==> src/rtl/xif_stream_coproc.sv <==
// eXtension-interface streaming load/store coprocessor: in-order speculative queue,
// commit/kill tracking per ID, and a single-instruction head FSM driving memory and results.
module xif_stream_coproc #(
  parameter int unsigned DEPTH  = 4,
  parameter int unsigned ID_W   = 4,
  parameter int unsigned XLEN   = 32,
  parameter int unsigned STRIDE = 4
) (
  input  logic            clk_i,
  input  logic            rst_ni,
  input  logic            issue_valid_i,
  output logic            issue_ready_o,
  input  logic [31:0]     issue_instr_i,
  input  logic [ID_W-1:0] issue_id_i,
  input  logic [XLEN-1:0] issue_rs0_i,
  input  logic [XLEN-1:0] issue_rs1_i,
  output logic            issue_accept_o,
  output logic            issue_writeback_o,
  output logic            issue_loadstore_o,
  input  logic            commit_valid_i,
  input  logic [ID_W-1:0] commit_id_i,
  input  logic            commit_kill_i,
  output logic            mem_valid_o,
  input  logic            mem_ready_i,
  output logic [ID_W-1:0] mem_id_o,
  output logic [XLEN-1:0] mem_addr_o,
  output logic            mem_we_o,
  output logic [XLEN-1:0] mem_wdata_o,
  input  logic            mem_result_valid_i,
  input  logic [ID_W-1:0] mem_result_id_i,
  input  logic [XLEN-1:0] mem_rdata_i,
  input  logic            mem_result_err_i,
  output logic            result_valid_o,
  input  logic            result_ready_i,
  output logic [ID_W-1:0] result_id_o,
  output logic [XLEN-1:0] result_data_o,
  output logic [4:0]      result_rd_o,
  output logic            result_we_o,
  output logic            result_err_o
);

  localparam int unsigned PtrW = $clog2(DEPTH);
  localparam logic [PtrW:0] FullCnt = (PtrW+1)'(DEPTH);
  localparam logic [2:0] F3CfgLd = 3'd0, F3CfgSt = 3'd1, F3CfgLs = 3'd2;
  localparam logic [2:0] F3LdNx = 3'd3, F3StNx = 3'd4, F3Test = 3'd5;

  typedef enum logic [2:0] {HIdle, HExec, HMemReq, HMemRsp, HResult} head_state_e;

  logic [DEPTH-1:0] ent_vld_q, ent_cmt_q, ent_kil_q;
  logic [2:0]       ent_op_q  [DEPTH];
  logic [4:0]       ent_rd_q  [DEPTH];
  logic [ID_W-1:0]  ent_id_q  [DEPTH];
  logic [XLEN-1:0]  ent_rs0_q [DEPTH];
  logic [XLEN-1:0]  ent_rs1_q [DEPTH];
  logic [PtrW-1:0]  wptr_q, rptr_q;
  logic [PtrW:0]    count_q;

  head_state_e      state_q, state_d;
  logic [XLEN-1:0]  ld_ptr_q, ld_ptr_d, st_ptr_q, st_ptr_d;
  logic [XLEN-1:0]  res_data_q, res_data_d;
  logic             res_we_q, res_we_d, res_err_q, res_err_d;

  // Memory responses are registered before the FSM looks at them.
  logic             rsp_vld_q, rsp_err_q;
  logic [ID_W-1:0]  rsp_id_q;
  logic [XLEN-1:0]  rsp_data_q;

  logic [2:0] dec_f3;
  logic       dec_ours, enq, deq;
  logic       unused_instr;

  assign dec_f3            = issue_instr_i[14:12];
  assign dec_ours          = (issue_instr_i[6:0] == 7'h0B) && (dec_f3 <= F3Test);
  assign issue_accept_o    = dec_ours;
  assign issue_writeback_o = dec_ours && ((dec_f3 == F3LdNx) || (dec_f3 == F3Test));
  assign issue_loadstore_o = dec_ours && ((dec_f3 == F3LdNx) || (dec_f3 == F3StNx));
  assign issue_ready_o     = (count_q != FullCnt);
  assign enq               = issue_valid_i && issue_ready_o && dec_ours;
  assign unused_instr      = ^issue_instr_i[31:15];

  logic [2:0]      head_op;
  logic [ID_W-1:0] head_id;
  logic [XLEN-1:0] head_rs0, head_rs1;
  assign head_op  = ent_op_q[rptr_q];
  assign head_id  = ent_id_q[rptr_q];
  assign head_rs0 = ent_rs0_q[rptr_q];
  assign head_rs1 = ent_rs1_q[rptr_q];

  always_ff @(posedge clk_i or negedge rst_ni) begin
    if (!rst_ni) begin
      ent_vld_q <= '0;
      ent_cmt_q <= '0;
      ent_kil_q <= '0;
      for (int unsigned i = 0; i < DEPTH; i++) begin
        ent_op_q[i]  <= '0;
        ent_rd_q[i]  <= '0;
        ent_id_q[i]  <= '0;
        ent_rs0_q[i] <= '0;
        ent_rs1_q[i] <= '0;
      end
      wptr_q  <= '0;
      rptr_q  <= '0;
      count_q <= '0;
    end else begin
      // A kill never overrides a commit, so an executing head cannot be killed.
      for (int unsigned i = 0; i < DEPTH; i++) begin
        if (ent_vld_q[i] && commit_valid_i && (ent_id_q[i] == commit_id_i)) begin
          if (commit_kill_i) begin
            if (!ent_cmt_q[i]) ent_kil_q[i] <= 1'b1;
          end else if (!ent_kil_q[i]) begin
            ent_cmt_q[i] <= 1'b1;
          end
        end
      end
      if (deq) begin
        ent_vld_q[rptr_q] <= 1'b0;
        rptr_q            <= rptr_q + PtrW'(1);
      end
      if (enq) begin
        ent_vld_q[wptr_q] <= 1'b1;
        ent_cmt_q[wptr_q] <= commit_valid_i && !commit_kill_i && (commit_id_i == issue_id_i);
        ent_kil_q[wptr_q] <= commit_valid_i && commit_kill_i && (commit_id_i == issue_id_i);
        ent_op_q[wptr_q]  <= dec_f3;
        ent_rd_q[wptr_q]  <= issue_instr_i[11:7];
        ent_id_q[wptr_q]  <= issue_id_i;
        ent_rs0_q[wptr_q] <= issue_rs0_i;
        ent_rs1_q[wptr_q] <= issue_rs1_i;
        wptr_q            <= wptr_q + PtrW'(1);
      end
      count_q <= count_q + (PtrW+1)'(enq) - (PtrW+1)'(deq);
    end
  end

  always_comb begin
    state_d    = state_q;
    deq        = 1'b0;
    ld_ptr_d   = ld_ptr_q;
    st_ptr_d   = st_ptr_q;
    res_data_d = res_data_q;
    res_we_d   = res_we_q;
    res_err_d  = res_err_q;
    unique case (state_q)
      HIdle: begin
        if (ent_vld_q[rptr_q]) begin
          if (ent_cmt_q[rptr_q])      state_d = HExec;
          else if (ent_kil_q[rptr_q]) deq     = 1'b1;
        end
      end
      HExec: begin
        res_data_d = '0;
        res_we_d   = 1'b0;
        res_err_d  = 1'b0;
        state_d    = HResult;
        case (head_op)
          F3CfgLd: ld_ptr_d = head_rs0;
          F3CfgSt: st_ptr_d = head_rs0;
          F3CfgLs: begin
            ld_ptr_d = head_rs0;
            st_ptr_d = head_rs1;
          end
          F3Test: begin
            res_data_d = 32'hDEADBEEF;
            res_we_d   = 1'b1;
          end
          F3LdNx, F3StNx: state_d = HMemReq;
          default: ;
        endcase
      end
      HMemReq: if (mem_ready_i) state_d = HMemRsp;
      HMemRsp: begin
        if (rsp_vld_q && (rsp_id_q == head_id)) begin
          state_d   = HResult;
          res_err_d = rsp_err_q;
          if (!rsp_err_q) begin
            if (head_op == F3LdNx) begin
              ld_ptr_d   = ld_ptr_q + XLEN'(STRIDE);
              res_data_d = rsp_data_q;
              res_we_d   = 1'b1;
            end else begin
              st_ptr_d = st_ptr_q + XLEN'(STRIDE);
            end
          end
        end
      end
      HResult: begin
        if (result_ready_i) begin
          deq     = 1'b1;
          state_d = HIdle;
        end
      end
      default: state_d = HIdle;
    endcase
  end

  always_ff @(posedge clk_i or negedge rst_ni) begin
    if (!rst_ni) begin
      state_q    <= HIdle;
      ld_ptr_q   <= '0;
      st_ptr_q   <= '0;
      res_data_q <= '0;
      res_we_q   <= 1'b0;
      res_err_q  <= 1'b0;
      rsp_vld_q  <= 1'b0;
      rsp_err_q  <= 1'b0;
      rsp_id_q   <= '0;
      rsp_data_q <= '0;
    end else begin
      state_q    <= state_d;
      ld_ptr_q   <= ld_ptr_d;
      st_ptr_q   <= st_ptr_d;
      res_data_q <= res_data_d;
      res_we_q   <= res_we_d;
      res_err_q  <= res_err_d;
      rsp_vld_q  <= mem_result_valid_i;
      rsp_err_q  <= mem_result_err_i;
      rsp_id_q   <= mem_result_id_i;
      rsp_data_q <= mem_rdata_i;
    end
  end

  assign mem_valid_o    = (state_q == HMemReq);
  assign mem_id_o       = mem_valid_o ? head_id : '0;
  assign mem_addr_o     = !mem_valid_o ? '0 : (head_op == F3LdNx) ? ld_ptr_q : st_ptr_q;
  assign mem_we_o       = mem_valid_o && (head_op == F3StNx);
  assign mem_wdata_o    = mem_we_o ? head_rs0 : '0;

  assign result_valid_o = (state_q == HResult);
  assign result_id_o    = result_valid_o ? head_id : '0;
  assign result_rd_o    = result_valid_o ? ent_rd_q[rptr_q] : '0;
  assign result_data_o  = result_valid_o ? res_data_q : '0;
  assign result_we_o    = result_valid_o && res_we_q;
  assign result_err_o   = result_valid_o && res_err_q;

endmodule

==> config.mk <==
export PLATFORM = sky130hd
export DESIGN_NAME = xif_stream_coproc
export DESIGN_NICKNAME = d
export VERILOG_FILES = /design/src/rtl/xif_stream_coproc.sv
export SDC_FILE = /design/constraint.sdc
export NUM_CORES = 1
export LEC_CHECK = 0
export CORE_AREA = 2 2 238 240
export DETAILED_ROUTE_END_ITERATION = 6
export DIE_AREA = 0 0 240 242
export PLACE_DENSITY = 0.73
export SYNTH_ARGS = -nofsm -noshare
export SYNTH_HDL_FRONTEND = slang
export SYNTH_SLANG_ARGS = --single-unit
==> constraint.sdc <==
create_clock -name clk_i -period 3.81 [get_ports clk_i]
set_input_delay 1.143 -clock clk_i [delete_from_list [all_inputs] [get_ports clk_i]]
set_output_delay 1.143 -clock clk_i [all_outputs]
set_load 0.02 [all_outputs]
==> impl_metrics.json <==
{
  "status": "finished with violations",
  "violations": "DRC, setup timing",
  "ys_seq_elements": 462,
  "synth_edf_count": 0,
  "fin_crit_sh_pct": 101,
  "powerDensity_mw_per_mm2": 452,
  "final_net_count": 2925,
  "die_h_um": 242,
  "initial_core_util_pct": 40.6,
  "grt-ovfl-total": 0,
  "dpl-instance-area_mm2": 0.0266,
  "cts_sinks": 462,
  "timing.rr.start": "rptr_q[0]",
  "p_leak_nw": 13.9,
  "core_mm2": 0.0557,
  "wl_per_cell_um": 19.5,
  "wirelength_um": 69700,
  "grt_first_pass_wirelength_um": 106000,
  "ctsRootBufferMaster": "clkbuf_16",
  "startpoint_type": "flip-flop",
  "place_hpwl_um": 45800,
  "hold_class": "flip-flop to flip-flop",
  "mostFrequentLayoutCell": "nand2_1",
  "slew_viol_final": 0,
  "core.rowCount": 87,
  "max_slew.worst_pin.slew_ns": 1.13,
  "hold_viol": 0,
  "routabilityCongestion": 0.893,
  "dr.pass1.iters": 7,
  "setup.worst_path.end_class": "output port",
  "via_per_inst": 5.41,
  "die_area_mm2": 0.0581,
  "grt_usage_pct": 23.3,
  "io_buffers": 249,
  "cp_max_fo": 9,
  "yosysTopAreaCell": "dfrtp_1",
  "maxCapViolCount": 0,
  "setup_viol": 3,
  "cts_tree": "done",
  "antenna_found_initial": 20,
  "area_delta_synth_final_pct": 26.7,
  "syn_inst": 2508,
  "drive_gt1_share_pct": 15.5,
  "vdd_ir_drop_max_uv": 376,
  "detail_route.iter0.violations": 1927,
  "startpoint": "rptr_q[0]",
  "clockBufferDepth": 3,
  "cts_buffers": 48,
  "ys_warn_count": 0,
  "syn_area_mm2": 0.0226,
  "vias": 19300,
  "hold_slack_ns": 0.461,
  "grt_setup_unrepaired": "true",
  "cts_hold_buf": 0,
  "yosys.cell_types.count": 62,
  "post-route-min-period_ns": 3.83,
  "die_w_um": 240,
  "clkSlewWorstSetupHoldPaths_ns": 0.06,
  "async_flop_share_pct": 100,
  "hp-start": "ent_rs1_q[1]",
  "grt_max_degree": 127,
  "yosysSeqAreaShare_pct": 51.2,
  "fill_cells": 4936,
  "grt_pass1_vias": 19100,
  "syn-mean-instance-area_um2": 9.01,
  "synth_ff_type": "dfrtp_1",
  "timing.fmax_ghz": 0.261,
  "pin_count": 267,
  "final_antenna_net_count": 0,
  "ff2ff_setup_slack_ns": 0.36,
  "arrival_ns": 2.69,
  "critPathKind": "flip-flop to output port",
  "required_ns": 2.67,
  "relSlewSlack_pct": 24.6,
  "drcViolationCount": 8,
  "synth_top_area_share_pct": 51.2,
  "worst_slack_ns": -0.0246,
  "worstSkewPairLatency_ns": 0.62,
  "cts_max_level": 2,
  "fin_skew_ns": 0.0301,
  "synth_area_leaders": "dfrtp_1 51%, nand2_1 18%, mux4_2 7.8%",
  "synth_nets": 2670,
  "post-route-cell-area_mm2": 0.0286,
  "layout_common_cells": "1077 x nand2_1, 460 x dfrtp_1, 176 x clkdlybuf4s50_1"
}
-- worst paths after layout --
check / depth (start not counted) / to
max in group asynchronous: 2 / ent_rd_q[10]
min in group asynchronous: 1 / st_ptr_q[13]
hold reg to reg: 2 / ent_rs1_q[1]
setup / recovery: 7 / mem_addr_o[10]
setup reg to reg: 10 / res_data_q[29]
hold / removal: 2 / ent_rs1_q[1]
-- layer usage --
| layer | wire length (um) | share of wire (%) | global-route usage (%) | up-vias |
|---|---|---|---|---|
| met5 | 135 | 0.19 | 0 | - |
| met4 | 2110 | 3.0 | 7.44 | 22 |
| li1 | - | - | - | 8792 |
| met2 | 33500 | 48 | 37.9 | 806 |
| met3 | 6120 | 8.8 | 5.36 | 161 |
| met1 | 27900 | 40 | 30.7 | 9505 |
-- report_power, final --
group	switching, mW	internal, mW	total, mW
logic	1.29	1.05	2.34
registers	0.355	5.22	5.58
clock network	2.09	2.93	5.02
-- through the flow --
stage / util [%] / std cells / power (mW) / worst slack, ns / TNS (ns)
after floorplan: - / 2508 / 6.99 / 0.00808 / 0
after global placement: 47.7 / 3453 / 7.78 / -0.496 / -1.72
after detailed placement: 47.7 / 3453 / 7.83 / -0.547 / -2.00
after CTS: 50.3 / 3546 / 12.9 / -0.117 / -0.892
after global routing: 51.4 / 3565 / 13.4 / -0.0800 / -1.99
final: 51.4 / 3568 / 12.9 / -0.0246 / -0.0310
-- cell families after synthesis --
group,synth area share (%)
adders and majority gates,0.753
buffers and inverters,3.94
DFF,51.2
xor gates and xnor gates,1.09
AOI/OAI and AO/OA,7.47
and+or+nand+nor,24.5
muxes,11.1
-- Yosys cell counts (all sizes together) (5+ instances only) --
cell type / number
o22a: 15
nand2: 1086
inv: 58
a22oi: 5
nand2b: 7
or3: 10
dfrtp: 462
nand4: 15
clkbuf: 107
mux4: 78
mux2i: 54
o22ai: 17
mux2: 19
a31oi: 7
nor2: 87
buf: 54
a21oi: 139
xor2: 15
nor3: 33
and4: 5
a2bb2oi: 8
nor2b: 5
ha: 12
xnor2: 13
and3: 14
o21ai: 54
and2: 35
nand3: 40
-- state kept, by name, indices dropped and copies added (netlist names), 2 cells and up --
register	cells
ent_rs0_q	128
ent_rs1_q	128
ld_ptr_q	32
res_data_q	32
rsp_data_q	32
st_ptr_q	32
ent_rd_q	20
ent_id_q	16
ent_op_q	12
ent_cmt_q	4
ent_kil_q	4
ent_vld_q	4
rsp_id_q	4
count_q	3
state_q	3
rptr_q	2
wptr_q	2
-- worst max-delay path: stages (launching register included) --
cell	delay (ns)
dfrtp_4	0.48
mux4_2	0.65
nand3b_1	0.15
buf_6	0.17
clkbuf_16	0.18
nand2_1	0.08
a21oi_2	0.20
buf_4	0.17
-- final cells by class --
cell class	instances	area [um^2]	area share [%]
repair buffers	366	3820	13.3
well taps	756	946	3.30
multi-input cells	1827	10400	36.2
diodes	9	22.5	0.0786
clock inverters	21	299	1.04
inverters	58	218	0.760
clock buffers	69	1400	4.89
flip-flops and latches	462	11600	40.4
-- timing repair --
action	CTS	global route
pin swaps	4	12
endpoints found under the setup margin	81	78
setup buffers	3	6
cloned	0	7
resized for setup	298	139
Note: power is estimated with default switching activity, not from simulation.
